===== src/rtl/wt64_prod_acc.sv =====
// Accumulates a programmed number of unsigned products into a wide sum (optional saturation: WT64_PROD_ACC_SAT_EN).
// Latency: out_valid rises the cycle after the last accepted product; an empty run (len=0) presents 0 the cycle after start.
// Backpressure: in_ready only in ACCUM; the result is held stable in HOLD until out_ready.
module wt64_prod_acc #(
    parameter int PW   = 128,
    parameter int AW   = 136,
    parameter int LENW = 16
) (
    input  logic            clk,
    input  logic            rst_n,
    input  logic            start,
    input  logic [LENW-1:0] len,
    input  logic            in_valid,
    output logic            in_ready,
    input  logic [PW-1:0]   in_prod,
    output logic            out_valid,
    input  logic            out_ready,
    output logic [AW-1:0]   out_sum,
    output logic [LENW-1:0] out_count,
    output logic            ovf,
    output logic            busy
);

    typedef enum logic [1:0] {IDLE, ACCUM, HOLD} state_t;

    state_t          state, state_nxt;
    logic [AW-1:0]   acc;
    logic [AW-1:0]   acc_nxt;
    logic [LENW-1:0] count;
    logic [LENW-1:0] remaining;
    logic            ovf_q;
    logic [AW:0]     prod_ext;
    logic [AW:0]     sum_ext;
    logic            carry;
    logic            beat;

    assign beat = in_valid && in_ready;

    always_ff @(posedge clk or negedge rst_n) begin
        if (!rst_n) begin
            state <= IDLE;
        end else begin
            state <= state_nxt;
        end
    end

    always_comb begin
        state_nxt = state;
        in_ready  = 1'b0;
        out_valid = 1'b0;
        busy      = 1'b0;
        case (state)
            IDLE: begin
                if (start) begin
                    state_nxt = (len == '0) ? HOLD : ACCUM;
                end
            end
            ACCUM: begin
                in_ready = 1'b1;
                busy     = 1'b1;
                if (in_valid && remaining == LENW'(1)) begin
                    state_nxt = HOLD;
                end
            end
            HOLD: begin
                out_valid = 1'b1;
                busy      = 1'b1;
                if (out_ready) begin
                    state_nxt = IDLE;
                end
            end
            default: state_nxt = IDLE;
        endcase
    end

    // One extra bit on the adder exposes the carry out of bit AW-1.
    assign prod_ext = (AW+1)'(in_prod);
    assign sum_ext  = {1'b0, acc} + prod_ext;
    assign carry    = sum_ext[AW];

`ifdef WT64_PROD_ACC_SAT_EN
    // Once overflowed, pin at all-ones for the rest of the run.
    assign acc_nxt = (carry || ovf_q) ? {AW{1'b1}} : sum_ext[AW-1:0];
`else
    assign acc_nxt = sum_ext[AW-1:0];
`endif

    always_ff @(posedge clk or negedge rst_n) begin
        if (!rst_n) begin
            acc       <= '0;
            count     <= '0;
            remaining <= '0;
            ovf_q     <= 1'b0;
        end else if (state == IDLE && start) begin
            acc       <= '0;
            count     <= '0;
            remaining <= len;
            ovf_q     <= 1'b0;
        end else if (beat) begin
            acc       <= acc_nxt;
            count     <= count + LENW'(1);
            remaining <= remaining - LENW'(1);
            ovf_q     <= ovf_q | carry;
        end
    end

    assign out_sum   = acc;
    assign out_count = count;
    assign ovf       = ovf_q;

endmodule


===== config.mk =====
export PLATFORM = sky130hd
export DESIGN_NAME = wt64_prod_acc
export DESIGN_NICKNAME = d
export VERILOG_FILES = /design/src/rtl/wt64_prod_acc.sv
export SDC_FILE = /design/constraint.sdc
export NUM_CORES = 1
export LEC_CHECK = 0
export ABC_AREA = 1
export CAP_MARGIN = 20
export CORE_MARGIN = 2
export CORE_UTILIZATION = 51
export DETAILED_ROUTE_END_ITERATION = 8
export PLACE_DENSITY = 0.79
export SETUP_SLACK_MARGIN = 0.4
export SLEW_MARGIN = 0
export SYNTH_ARGS = -nofsm -noshare
export SYNTH_HDL_FRONTEND = slang
export SYNTH_SLANG_ARGS = --single-unit
export TNS_END_PERCENT = 20

===== constraint.sdc =====
create_clock -name clk -period 2 [get_ports clk]
set_input_delay 0.4 -clock clk [delete_from_list [all_inputs] [get_ports clk]]
set_output_delay 0.4 -clock clk [all_outputs]
set_load 0.05 [all_outputs]

==> results of run 1 <==
==> layer usage <==
layer  GRT overflow  track usage, %
met1              0            76.1
met2             17            91.3
met3              0            52.8
met4             28            71.7
met5              0            16.1
==> stage by stage <==
step / hold WS (ps) / cells / worst slack (ps) / util [%] / cell area (um2)
after floorplan: 104 / 3573 / -265 / - / 20300
after global placement: 284 / 5052 / -1110 / 74.7 / 28900
after detailed placement: 285 / 5052 / -1170 / 74.7 / 28900
after CTS: 325 / 5173 / -432 / 90.3 / 34900
==> kinds of logic after synthesis <==
group	share of synthesized area [%]
adders and majority gates	8.49
AOI/OAI and AO/OA	14.5
DFF	21.4
xor gates and xnor gates	0.701
buffers and inverters	13.1
and+or+nand+nor	41.8
==> what timing repair did <==
| item | in CTS |
|---|---|
| setup endpoints to repair | 317 |
| pin swaps | 283 |
| hold endpoints to repair | 21 |
| buffers inserted | 88 |
| gates resized for setup | 1200 |
| hold buffers | 1 |
==> flow_summary.toml, run 1 <==
[outcome]
status = "did not finish"
lastStage = "5_1_grt"
error = "[ERROR GRT-0116] Global routing finished with congestion. Check the congestion regions in the DRC Viewer."

[grt]
grt_start_max_net_pins = 58
track_usage_pct = 73.1
overflow = 45
grt_pass1_vias = 37900
grt_pass1_wl_mm = 227

[place]
place_hpwl_mm = 84.2
gp_congestion = 1.13
portBuffers = 304

[cts]
cts.sinks = 171
h-tree-depth = 4
cts_buffer_depth = 2
cts_made_buffers = 17
clock-root-buffer = "clkbuf_16"

[floorplan]
die_x_um = 202
io_pins = 305
fp.dieH_um = 202
num_rows = 72
start_util_pct = 51.7

[yosys]
yosys.area.top_type = "nand2_1"
yosys.area.top_type_share_pct = 24.8
synth.most_common_cell = "nand2_1"
ys_top_cells_by_area = "nand2_1 25%, dfrtp_1 21%, inv_1 12%, ha_1 8.4%, nor2_1 7.2%"
synth.cell_area_um2 = 20000
avgSynthCellArea_um2 = 5.59
synth_edf_count = 0
synth-seq-cells = 171
syn-instance-count = 3573
async_flop_share_pct = 100
syn_nets = 3857
synth_seq_area_share_pct = 21.4
ys_types = 50
yosysWarnings = 0
ys.flop_type = "dfrtp_1"
synth_common_cells = "1320 x nand2_1, 635 x inv_1, 383 x nor2_1, 269 x a21oi_1, 172 x o21ai_0"
==> run 2, diff against run 1 <==
--- a/config.mk
+++ b/config.mk
@@ -8,10 +8,9 @@
 export ABC_AREA = 1
 export CAP_MARGIN = 20
 export CORE_MARGIN = 2
-export CORE_UTILIZATION = 51
+export CORE_UTILIZATION = 40
 export DETAILED_ROUTE_END_ITERATION = 8
-export PLACE_DENSITY = 0.79
-export SETUP_SLACK_MARGIN = 0.4
+export PLACE_DENSITY_LB_ADDON = 0.15
 export SLEW_MARGIN = 0
 export SYNTH_ARGS = -nofsm -noshare
 export SYNTH_HDL_FRONTEND = slang
==> constraint.sdc (replaced) <==
create_clock -name clk -period 2.6 [get_ports clk]
set_input_delay 0.52 -clock clk [delete_from_list [all_inputs] [get_ports clk]]
set_output_delay 0.52 -clock clk [all_outputs]
set_load 0.05 [all_outputs]
==> flow_summary.toml, run 2 <==
[yosys]
synth-seq-cells = 171
synth_common_cells = "1320 x nand2_1, 635 x inv_1, 383 x nor2_1, 269 x a21oi_1, 172 x o21ai_0"
yosys.area.top_type_share_pct = 24.8
syn_nets = 3857
synth_seq_area_share_pct = 21.4
ys_types = 50
synth_edf_count = 0
synth.cell_area_um2 = 20000
avgSynthCellArea_um2 = 5.59
synth.most_common_cell = "nand2_1"
yosys.area.top_type = "nand2_1"
yosysWarnings = 0
ys.flop_type = "dfrtp_1"
async_flop_share_pct = 100
ys_top_cells_by_area = "nand2_1 25%, dfrtp_1 21%, inv_1 12%, ha_1 8.4%, nor2_1 7.2%"
syn-instance-count = 3573

[critical_path]
timing.rr.end = "out_sum[135]"
rrSetupSlack_ps = 30
worst_setup_path_end_kind = "register"
r2r-start = "out_sum[48]"
start_kind = "primary input"
reg2reg_depth = 16
arrival_ps = 3000
cp.required_ps = 3020
critPathKind = "in -> reg"
cp_max_fo = 4

[timing]
fin_ws_ps = 17.2
fin_crit_ps = 2580
worst_pin_slew_ps = 597
finClkSkew_ps = 21.5
holdWs_ps = 508
finalMaxSlewViolations = 0
slew_headroom_pct = 60.1
setup_viol = 0
fin_crit_sh_pct = 99.3
max_freq_ghz = 0.387
tns_ps = 0
rsz0062_at_grt = "yes"
hold_violations = 0

[cts]
clock-root-buffer = "clkbuf_16"
clk_pin_slew_ps = 90
cts_made_buffers = 17
cts_buffer_depth = 2
cts.sinks = 171
h-tree-depth = 4
clk-insertion-delay-late_ps = 520
cts_tree = "built"

[grt]
track_usage_pct = 39.2
grt_pass1_wl_mm = 149
antenna_found_initial = 3
grt_start_max_net_pins = 48
overflow = 0
grt_pass1_vias = 25200

[final_layout]
nets = 4897
drive_gt1_share_pct = 29.0
largest_reg_flops = 136
finalNonFillerCells = 5292
final_common_cell = "nand2_1"
fillers = 4697
areaGrowthSynthToFinish_pct = 62.9
mostFrequentLayoutCells = "1225 x nand2_1, 739 x buf_4, 625 x inv_1"

[outcome]
status = "finished clean"

[run]
max_cap_violations = 0

[drt]
postRouteAntennaNets = 0
drt-initial-drc-count = 2634
vias = 27100
vias_per_cell = 5.12
drc = 0
wl_per_cell_um = 19.7
routed_wl_mm = 104
firstDrtPassIters = 7

[floorplan]
dieArea_um2 = 51800
num_rows = 81
io_pins = 305
die_x_um = 227
coreArea_um2 = 49200
start_util_pct = 40.6
fp.dieH_um = 227

[min_path]
hold-path-cell-count = 2
hold_path_end = "ovf"
min-delay-start = "ovf"
hold_class = "reg -> reg"

[place]
place_hpwl_mm = 86.9
portBuffers = 304
gp_congestion = 1.07
dp_worst_setup_slack_ps = -740
placedCellCount = 5247

[power_and_ir_drop]
leakagePower_uw = 0.0167
peakVddDrop_uv = 797
p_per_area_nw_per_um2 = 1060
==> run 2: cell counts after synthesis <==
Identical to the previous run, type by type.
==> run 2: critical path: stages <==
cell             delay, ps
clkdlybuf4s50_1        520
ha_4                   330
nand2_1                120
buf_4                  170
nor2_2                 120
inv_2                   70
buf_4                  150
nor2_1                 150
nand2_2                120
nor2_1                 140
nand2_2                 80
nand2_4                100
nand2_1                120
nand2_1                 80
nand2_1                 50
nand3_1                 90
nand2_1                 60
==> run 2: power by group <==
| group | internal (uW) | leakage [uW] | switching, uW |
|---|---|---|---|
| Clock | 1310 | 0.000293 | 1500 |
| Sequential | 3610 | 0.00226 | 1000 |
| Combinational | 10900 | 0.0141 | 16300 |
==> run 2: logic make-up (layout without fill, tap and decap cells) <==
logic type               after synthesis  after routing  share of synthesized area [%]
adder cells (fa/ha/maj)              135            135                           8.49
AND/OR/NAND/NOR                     2023           2023                           41.8
AO/OA/AOI/OAI                        532            532                           14.5
flip-flops                           171            171                           21.4
other                                  0              2                              0
XOR/XNOR                              16             16                          0.701
buffers and inverters                696           1749                           13.1
==> run 2: timing repair <==
item                                    4_1_cts  5_1_grt
buffers inserted                              0       10
hold buffers                                  1        0
endpoints found under the setup margin       56       99
resized for setup                            56      504
pin swaps                                     2       36
hold endpoints to repair                     37        0
==> run 2: layout make-up <==
type,count,area (um2),share of cell area (%)
Antenna cell,2,5.00,0.0154
Clock inverter,15,196,0.604
Timing Repair Buffer,1058,8940,27.5
Tap cell,664,831,2.55
Multi-Input combinational cell,2706,15400,47.2
Inverter,659,2480,7.61
Clock buffer,17,425,1.31
Sequential cell,171,4290,13.2
==> run 2: worst max-delay path by stage <==
stage / cells after the start / endpoint / slack (ps) / from
floorplan: 19 / out_sum[128] / 140 / out_sum[0]
global placement: 15 / out_sum[129] / -760 / in_prod[76]
detailed placement: 15 / out_sum[129] / -740 / in_prod[74]
CTS: 15 / out_sum[73] / -50 / in_prod[64]
global route: 15 / out_sum[123] / -90 / out_sum[114]
finish: 17 / out_sum[100] / 20 / in_prod[61]
==> run 2: metal layers <==
layer	track usage (%)	up-vias	wire (um)
met1	54.2	12400	44700
met2	58.8	1242	43700
met5	0	-	62
li1	-	13200	-
met4	14.0	4	4110
met3	10.1	185	11600
==> run 2: stage by stage <==
step                      instance area [um2]  power (uW)  util (%)
after CTS                               30300       31900      61.6
after global routing                    32500       36500      66.2
after detailed placement                29500       28800      60.0
final                                   32500       34600      66.2
after global placement                  29500       28800      60.0
after floorplan                         20000       16300         -
(Power assumes the default switching activity.)
